<file path="config.mk">
export PLATFORM = sky130hd
export DESIGN_NAME = afifo_rd_stream_flat
export DESIGN_NICKNAME = d
export VERILOG_FILES = /design/src/rtl/afifo_rd_stream_if.sv /design/src/rtl/afifo_rd_stream.sv /design/src/flat_wrapper.sv
export SDC_FILE = /design/constraint.sdc
export NUM_CORES = 1
export LEC_CHECK = 0
export CELL_PAD_IN_SITES_DETAIL_PLACEMENT = 0
export CELL_PAD_IN_SITES_GLOBAL_PLACEMENT = 1
export CORE_AREA = 10 10 97 99
export DETAILED_ROUTE_END_ITERATION = 10
export DIE_AREA = 0 0 107 109
export HOLD_SLACK_MARGIN = 0.1
export MAX_ROUTING_LAYER = met4
export PLACE_DENSITY = 0.73
export SLEW_MARGIN = 20
export SYNTH_ARGS = -nofsm -noshare
export SYNTH_HDL_FRONTEND = slang
export SYNTH_SLANG_ARGS = --single-unit
</file>
<file path="constraint.sdc">
create_clock -name rclk -period 4.45 [get_ports rclk]
set_input_delay 0.6675 -clock rclk [delete_from_list [all_inputs] [get_ports rclk]]
set_output_delay 0.6675 -clock rclk [all_outputs]
set_load 0.01 [all_outputs]
</file>
<file path="src/rtl/afifo_rd_stream_if.sv">
// Interface for the async FIFO read port and the rclk-domain valid/ready stream
// that afifo_rd_stream re-presents it on.
// master: the afifo_rd_stream side (pops the FIFO, drives the stream).
// slave:  the environment side (FIFO read port plus downstream sink).
interface afifo_rd_stream_if #(
  parameter int Width = 12
);
  logic [Width-1:0] fifo_rd;
  logic             fifo_rempty;
  logic             fifo_r;
  logic             out_valid;
  logic [Width-1:0] out_data;
  logic             out_ready;

  modport master (
    input  fifo_rd, fifo_rempty, out_ready,
    output fifo_r, out_valid, out_data
  );

  modport slave (
    output fifo_rd, fifo_rempty, out_ready,
    input  fifo_r, out_valid, out_data
  );
endinterface

</file>
<file path="src/rtl/afifo_rd_stream.sv">
// afifo_rd_stream: pops show-ahead words from the async FIFO read port and
// re-presents them on a registered valid/ready stream via a 2-entry skid buffer.
// Optional feature macro SEQCHK_EN: adds an incrementing-sequence checker on
// delivered words (seq_err/seq_exp); without it those outputs are tied to 0.
module afifo_rd_stream #(
  parameter int Width      = 12,
  parameter int CountWidth = 16
) (
  input  logic                  rclk,
  input  logic                  dirclr,
  input  logic                  flush,
  afifo_rd_stream_if.master     bus,
  output logic [CountWidth-1:0] word_count,
  output logic                  seq_err,
  output logic [Width-1:0]      seq_exp
);

  typedef enum logic [1:0] {
    EMPTY = 2'd0,
    ONE   = 2'd1,
    TWO   = 2'd2
  } state_t;

  state_t                state_q, state_d;
  logic [Width-1:0]      entry0_q, entry0_d;
  logic [Width-1:0]      entry1_q, entry1_d;
  logic [CountWidth-1:0] count_q, count_d;
  logic                  out_valid;
  logic                  push;
  logic                  pop;

  // Pop the FIFO whenever a word is there and the buffer has room; the sink's
  // ready never feeds this path, which is what the second entry absorbs.
  assign push = !bus.fifo_rempty && (state_q != TWO) && !flush && !dirclr;
  assign out_valid = (state_q != EMPTY);
  assign pop = out_valid && bus.out_ready;

  assign bus.fifo_r    = push;
  assign bus.out_valid = out_valid;
  assign bus.out_data  = entry0_q;
  assign word_count    = count_q;

  // Buffer occupancy register plus the two data entries.
  always_ff @(posedge rclk or posedge dirclr) begin
    if (dirclr) begin
      state_q  <= EMPTY;
      entry0_q <= '0;
      entry1_q <= '0;
      count_q  <= '0;
    end else begin
      state_q  <= state_d;
      entry0_q <= entry0_d;
      entry1_q <= entry1_d;
      count_q  <= count_d;
    end
  end

  // Next occupancy and entry moves; flush empties the buffer regardless.
  always_comb begin
    state_d  = state_q;
    entry0_d = entry0_q;
    entry1_d = entry1_q;
    case (state_q)
      EMPTY: begin
        if (push) begin
          state_d  = ONE;
          entry0_d = bus.fifo_rd;
        end
      end
      ONE: begin
        if (push && !pop) begin
          state_d  = TWO;
          entry1_d = bus.fifo_rd;
        end else if (push && pop) begin
          entry0_d = bus.fifo_rd;
        end else if (pop) begin
          state_d = EMPTY;
        end
      end
      TWO: begin
        if (pop) begin
          state_d  = ONE;
          entry0_d = entry1_q;
        end
      end
      default: state_d = EMPTY;
    endcase
    if (flush) begin
      state_d = EMPTY;
    end
  end

  // Saturating count of stream transfers; a pop coinciding with flush is not counted.
  always_comb begin
    count_d = count_q;
    if (flush) begin
      count_d = '0;
    end else if (pop && (count_q != {CountWidth{1'b1}})) begin
      count_d = count_q + CountWidth'(1);
    end
  end

`ifdef SEQCHK_EN
  logic             seq_armed_q, seq_armed_d;
  logic [Width-1:0] seq_ref_q, seq_ref_d;
  logic             seq_err_q, seq_err_d;
  logic [Width-1:0] seq_exp_q, seq_exp_d;
  logic [Width-1:0] seq_next;

  assign seq_next = seq_ref_q + Width'(1);
  assign seq_err  = seq_err_q;
  assign seq_exp  = seq_exp_q;

  // Checker state: armed means the next delivered word only seeds the reference.
  always_ff @(posedge rclk or posedge dirclr) begin
    if (dirclr) begin
      seq_armed_q <= 1'b1;
      seq_ref_q   <= '0;
      seq_err_q   <= 1'b0;
      seq_exp_q   <= '0;
    end else begin
      seq_armed_q <= seq_armed_d;
      seq_ref_q   <= seq_ref_d;
      seq_err_q   <= seq_err_d;
      seq_exp_q   <= seq_exp_d;
    end
  end

  // Compare each delivered word to ref+1 (wrapping); latch only the first miss.
  always_comb begin
    seq_armed_d = seq_armed_q;
    seq_ref_d   = seq_ref_q;
    seq_err_d   = seq_err_q;
    seq_exp_d   = seq_exp_q;
    if (flush) begin
      seq_armed_d = 1'b1;
      seq_err_d   = 1'b0;
      seq_exp_d   = '0;
    end else if (pop) begin
      seq_ref_d = entry0_q;
      if (seq_armed_q) begin
        seq_armed_d = 1'b0;
      end else if (!seq_err_q && (entry0_q != seq_next)) begin
        seq_err_d = 1'b1;
        seq_exp_d = seq_next;
      end
    end
  end
`else
  assign seq_err = 1'b0;
  assign seq_exp = '0;
`endif

endmodule
</file>
<file path="src/flat_wrapper.sv">
// flat-port wrapper written by rule: the top's interface ports become plain ports
module afifo_rd_stream_flat 
#(
  parameter int Width      = 12,
  parameter int CountWidth = 16
)
  (rclk, dirclr, flush, word_count, seq_err, seq_exp, bus_fifo_rd, bus_fifo_rempty, bus_out_ready, bus_fifo_r, bus_out_valid, bus_out_data);
  afifo_rd_stream_if #(.Width(Width)) bus_i ();
  input  logic rclk;
  input  logic dirclr;
  input  logic flush;
  output logic [CountWidth-1:0] word_count;
  output logic seq_err;
  output logic [Width-1:0] seq_exp;
  input wire logic [$bits(bus_i.fifo_rd)-1:0] bus_fifo_rd;
  input wire logic [$bits(bus_i.fifo_rempty)-1:0] bus_fifo_rempty;
  input wire logic [$bits(bus_i.out_ready)-1:0] bus_out_ready;
  output wire logic [$bits(bus_i.fifo_r)-1:0] bus_fifo_r;
  output wire logic [$bits(bus_i.out_valid)-1:0] bus_out_valid;
  output wire logic [$bits(bus_i.out_data)-1:0] bus_out_data;
  assign bus_i.fifo_rd = bus_fifo_rd;
  assign bus_i.fifo_rempty = bus_fifo_rempty;
  assign bus_i.out_ready = bus_out_ready;
  assign bus_fifo_r = bus_i.fifo_r;
  assign bus_out_valid = bus_i.out_valid;
  assign bus_out_data = bus_i.out_data;
  afifo_rd_stream #(.Width(Width), .CountWidth(CountWidth)) u_core (.rclk(rclk), .dirclr(dirclr), .flush(flush), .bus(bus_i), .word_count(word_count), .seq_err(seq_err), .seq_exp(seq_exp));
endmodule
</file>
==> impl_metrics.json, run 1 <==
{
  "final_area_sq_um": 2800,
  "clk_latency_ns": 0.29,
  "syn2layout_area_growth_pct": 26.7,
  "synthCells": 212,
  "start_util_pct": 29.3,
  "place_area_sq_um": 2720,
  "fillerInstances": 779,
  "dominantRegCellSynth": "dfrtp_1",
  "cts_resized": 0,
  "hpwl_um": 3960,
  "rsz0062_at_grt": "no",
  "hold_viol_final": 0,
  "synth_area_sq_um": 2210,
  "r2r_slack_ns": 2.33,
  "crit_type": "flop to output port",
  "cts_buffer_depth": 2,
  "overflow": 0,
  "nNetsFinal": 275,
  "grt-busiest-layer": "met2",
  "place.gp.congestion": 0.775,
  "setup_violations": 0,
  "worstMarginPinSlew_ns": 0.851,
  "met2_usage_pct": 14.2,
  "portBuffers": 46,
  "synth_compound_area_share_pct": 10.8,
  "gr-usage-met3_pct": 3.30,
  "cts.clk_slew.worst_paths_ns": 0.08,
  "skew_ns": 0.00184,
  "end_kind": "output port",
  "ys_warn_count": 0,
  "diodes": 0,
  "die_h_um": 109,
  "endpoint": "bus_fifo_r",
  "totalWireLength_um": 5340,
  "hold_start": "u_core.entry1_q[5]",
  "drive_gt1_share_pct": 12.1,
  "power_density_nw_per_um2": 303,
  "final.setup.tns_ns": 0,
  "critPathLaunchType": "flop",
  "fin_util_pct": 37.2,
  "ys_seq_elements": 42,
  "layout_common_cells": "clkdlybuf4s50_1, dfrtp_1, mux2_2, nand3_1, o21ai_0",
  "cp_max_fo": 14,
  "worst_r2r_path_depth": 5,
  "fin_crit_ns": 2.88,
  "ir_drop_uv": 162,
  "maxCapViolations": 0,
  "fp-row-count": 32,
  "yosys.area_share.simple_pct": 18.2,
  "synth_cell_type_count": 40,
  "htreeDepth": 2,
  "arrival_ns": 2.21,
  "drv_slew": 0,
  "synthAdderAreaFrac_pct": 0.567,
  "ant_nets": 0,
  "io_pins": 60,
  "use_met1_pct": 11.7,
  "crit_start": "u_core.state_q[1]",
  "grt_pass1_vias": 1740,
  "grt_max_degree": 29,
  "syn-mean-instance-area_sq_um": 10.4,
  "cts_hold_buffers": 0,
  "die_w_um": 107,
  "status": "complete, no violations",
  "cts_setup_buffers": 0,
  "numCtsBuffers": 5,
  "yosysSeqAreaShare_pct": 47.6,
  "synth_top_family_by_area": "simple AND/OR/NAND/NOR gates",
  "synthArstFlopShare_pct": 100,
  "rr_endpoint": "u_core.word_count[9]",
  "tritoncts": "built",
  "design.core.area_sq_um": 7530,
  "die_area_sq_um": 11700,
  "grt_pass1_wl_um": 8650,
  "antenna_found_initial": 0,
  "viasPerCell": 4.81,
  "dr.pass1.iters": 4,
  "hp-class": "flop to flop",
  "r2r_start": "u_core.word_count[0]",
  "synthMuxAreaShare_pct": 15.5,
  "final_common_cell": "clkdlybuf4s50_1",
  "max_slew_margin_pct": 43.2,
  "synth_xor_area_share_pct": 0,
  "drc_errors": 0,
  "fmax_mhz": 347,
  "cts.root.buffer_cell": "clkbuf_8",
  "cts.sinks": 42,
  "synth_edf_count": 0,
  "first_iter_violations": 44,
  "critPathRequiredTime_ns": 3.78,
  "wl_per_cell_um": 14.9,
  "fin_crit_sh_pct": 64.8,
  "track_usage_pct": 9.43,
  "vias": 1726,
  "p_leak_nw": 1.24
}
[cell type report]
cell class / count / area (sq um) / area share [%]
flip-flops and latches: 42 / 1050 / 37.6
multi-input cells: 156 / 1050 / 37.4
repair buffers: 49 / 483 / 17.3
well taps: 102 / 128 / 4.56
clock buffers: 5 / 68.8 / 2.46
inverters: 3 / 11.3 / 0.403
clock inverters: 2 / 10.0 / 0.358
[where the power goes]
group          total (mW)  leakage, nW  internal [mW]  switching [mW]
Combinational       0.162        0.641         0.0902          0.0718
Sequential          0.455        0.557          0.428          0.0273
Clock               0.231       0.0438          0.105           0.126
Total               0.848         1.24          0.623           0.225
[layer usage]
layer,up-vias,routed length (um)
li1,831,-
met1,827,2500
met2,61,2430
met3,7,361
met4,0,43
met5,-,0
[worst max-delay path, stage by stage (launching register included)]
cell	delay [ns]
dfrtp_1	0.47
nand2b_1	0.64
and3b_1	0.27
clkdlybuf4s50_1	0.54
[synth_stat cells, types with 2 or more instances]
library cell  number  share of area, %
or3_1              3              0.85
or4_1              5               1.7
nand2_1            7               1.2
nand4_1            3              0.85
nor2b_1            8               2.3
inv_1              3              0.51
nand3_1           17               3.9
o31ai_1            4               1.4
o21ai_0           15               3.4
a21oi_1           12               2.7
buf_4             13               4.4
clkbuf_1           6               1.0
nor2_1            11               1.9
nor4_1             3              0.85
nand2b_1           3              0.85
buf_2              2              0.45
dfrtp_1           42                48
mux2i_1           14               6.3
o41ai_1            2              0.79
mux2_2            18               9.2
and2_1             2              0.57
[metrics by stage]
stage / hold slack [ns] / instances / total power [mW] / setup WS [ns]
3_3_place_gp: 0.484 / 352 / 0.623 / 1.65
4_1_cts: 0.511 / 359 / 0.863 / 1.53
5_1_grt: 0.519 / 359 / 0.901 / 1.41
6_report: 0.506 / 359 / 0.848 / 1.57
2_1_floorplan: 0.479 / 224 / 0.543 / 2.36
3_5_place_dp: 0.492 / 352 / 0.627 / 1.57
[cells by family (layout without fill, tap and decap cells)]
logic type / count (synthesis) / count (layout)
compound gates: 40 / 40
fa+ha+maj: 1 / 1
buf+inv: 26 / 59
flops: 42 / 42
mux: 32 / 32
other cells: 1 / 13
simple gates: 70 / 70
[flip-flops by register name (all words and copies together) (netlist names)]
name and cells:
u_core.word_count 16, u_core.state_q 2, u_core.bus.out_data 12, u_core.entry1_q 12
[how the worst min path moves through the flow]
stage / to / slack [ns] / depth (start not counted)
finish: u_core.entry1_q[5] / 0.51 / 1
global route: u_core.entry1_q[2] / 0.52 / 1
CTS: u_core.entry1_q[6] / 0.51 / 1
detailed placement: u_core.entry1_q[6] / 0.49 / 1
global placement: u_core.bus.out_data[3] / 0.48 / 2
floorplan: u_core.entry1_q[1] / 0.48 / 1
Power figures use the tool's default switching activity.
==> inputs of run 2 (changes only) <==
==> constraint.sdc (replaced) <==
create_clock -name rclk -period 2.75 [get_ports rclk]
set_input_delay 0.4125 -clock rclk [delete_from_list [all_inputs] [get_ports rclk]]
set_output_delay 0.4125 -clock rclk [all_outputs]
set_load 0.01 [all_outputs]
==> impl_metrics.json, run 2 (synthesis gave the netlist of run 1 again) <==
{
  "drv_slew": 0,
  "path_cells": "clkdlybuf4s50_1, nor2_1, and3b_1, clkdlybuf4s50_1",
  "hold_viol_final": 0,
  "arrival_ns": 1.79,
  "path_buf_inv": 2,
  "place_area_sq_um": 2750,
  "worst_r2r_path_depth": 5,
  "gr-usage-met3_pct": 3.66,
  "critPathRequiredTime_ns": 2.34,
  "worstMarginPinSlew_ns": 0.890,
  "max_slew_margin_pct": 40.1,
  "tritoncts": "built",
  "cts_resized": 0,
  "layout_common_cells": "clkdlybuf4s50_1, dfrtp_1, mux2_2, nand3_1, o21ai_0",
  "die_area_sq_um": 11700,
  "maxCapViolations": 0,
  "clk_latency_ns": 0.29,
  "ir_drop_uv": 249,
  "die_w_um": 107,
  "drive_gt1_share_pct": 12.6,
  "dp_worst_setup_slack_ns": 0.531,
  "fmax_mhz": 454,
  "setup_ws_ns": 0.547,
  "setup_violations": 0,
  "final_common_cell": "clkdlybuf4s50_1",
  "min_path_cells": 1,
  "status": "complete, no violations",
  "cts.root.buffer_cell": "clkbuf_8",
  "design.core.area_sq_um": 7530,
  "critPathLaunchType": "input port",
  "io_pins": 60,
  "ant_nets": 0,
  "dr.pass1.iters": 4,
  "cp_slowest_stage_delay_ns": 0.53,
  "vias": 1784,
  "drc_errors": 0,
  "crit_family": "buffers and inverters",
  "cp_max_fo": 4,
  "skew_ns": 0.00882,
  "rsz0062_at_grt": "no",
  "end_kind": "output port",
  "p_leak_nw": 1.25,
  "track_usage_pct": 9.87,
  "wl_per_cell_um": 15.1,
  "overflow": 0,
  "slowest_stage": "clkdlybuf4s50_1",
  "cts.clk_slew.worst_paths_ns": 0.07,
  "htreeDepth": 2,
  "antenna_found_initial": 0,
  "largest_reg_flops": 16,
  "die_h_um": 109,
  "cts_setup_buffers": 0,
  "fin_crit_ns": 2.20,
  "diodes": 0,
  "nNetsFinal": 279,
  "hpwl_um": 3950,
  "cts.sinks": 42,
  "final_area_sq_um": 2830,
  "grt_pass1_vias": 1827,
  "viasPerCell": 4.91,
  "grt_pass1_wl_um": 9210,
  "totalWireLength_um": 5470,
  "power_density_nw_per_um2": 489,
  "cts_buffer_depth": 2,
  "cts_hold_buffers": 0,
  "use_met1_pct": 12.5,
  "syn2layout_area_growth_pct": 27.9,
  "first_iter_violations": 81,
  "start_util_pct": 29.3,
  "final.setup.tns_ns": 0,
  "crit_type": "input port to output port",
  "fp-row-count": 32,
  "met2_usage_pct": 14.7,
  "portBuffers": 46,
  "cp_common_cell": "clkdlybuf4s50_1",
  "fin_crit_sh_pct": 80.1,
  "grt-busiest-layer": "met2",
  "hp-class": "flop to flop",
  "numCtsBuffers": 5,
  "grt_max_degree": 43,
  "place.gp.congestion": 0.809,
  "fin_util_pct": 37.5,
  "path_depth": 4
}
[run 2: changes by cell type in the layout (fill, tap and decap cells not counted), sizes merged]
cell / before / now
buf: 3 / 7
clkinv: 2 / 0
clkbuf: 5 / 7
[run 2: worst paths after layout]
kind	startpoint	to	slack, ns
min in group asynchronous	dirclr	u_core.state_q[0]	0.65
max in group asynchronous	dirclr	u_core.entry1_q[2]	1.70
max	dirclr	bus_fifo_r	0.55
min	u_core.entry1_q[0]	u_core.entry1_q[0]	0.51
max reg2reg	u_core.word_count[0]	u_core.word_count[9]	0.62
min reg2reg	u_core.entry1_q[0]	u_core.entry1_q[0]	0.51
[run 2: power breakdown]
group          internal [mW]  switching [mW]
Clock                  0.175           0.203
Sequential             0.692          0.0466
Combinational          0.148           0.116
[run 2: worst register-to-register path, stage by stage, from the launching register on]
cell       delay [ns]
dfrtp_1          0.43
ha_1             0.25
and3_1           0.23
nor3b_2          0.22
a2111oi_0        0.49
mux2_2           0.38
[run 2: routing by layer]
| layer | routed length (um) | vias to the layer above |
|---|---|---|
| li1 | - | 845 |
| met1 | 2580 | 883 |
| met2 | 2460 | 49 |
| met3 | 387 | 7 |
| met4 | 37 | 0 |
| met5 | 0 | - |
[run 2: layout make-up]
class / count / area (sq um)
Inverter: 3 / 11.3
Tap cell: 102 / 128
Fill cell: 791 / 4700
Multi-Input combinational cell: 156 / 1050
Clock buffer: 7 / 76.3
Sequential cell: 42 / 1050
Timing Repair Buffer: 53 / 513
[run 2: through the flow]
step	cells	hold WS (ns)	power [mW]
2_1_floorplan	224	0.479	0.878
3_3_place_gp	356	0.485	1.01
3_5_place_dp	356	0.493	1.02
4_1_cts	363	0.510	1.40
5_1_grt	363	0.529	1.47
6_report	363	0.507	1.38
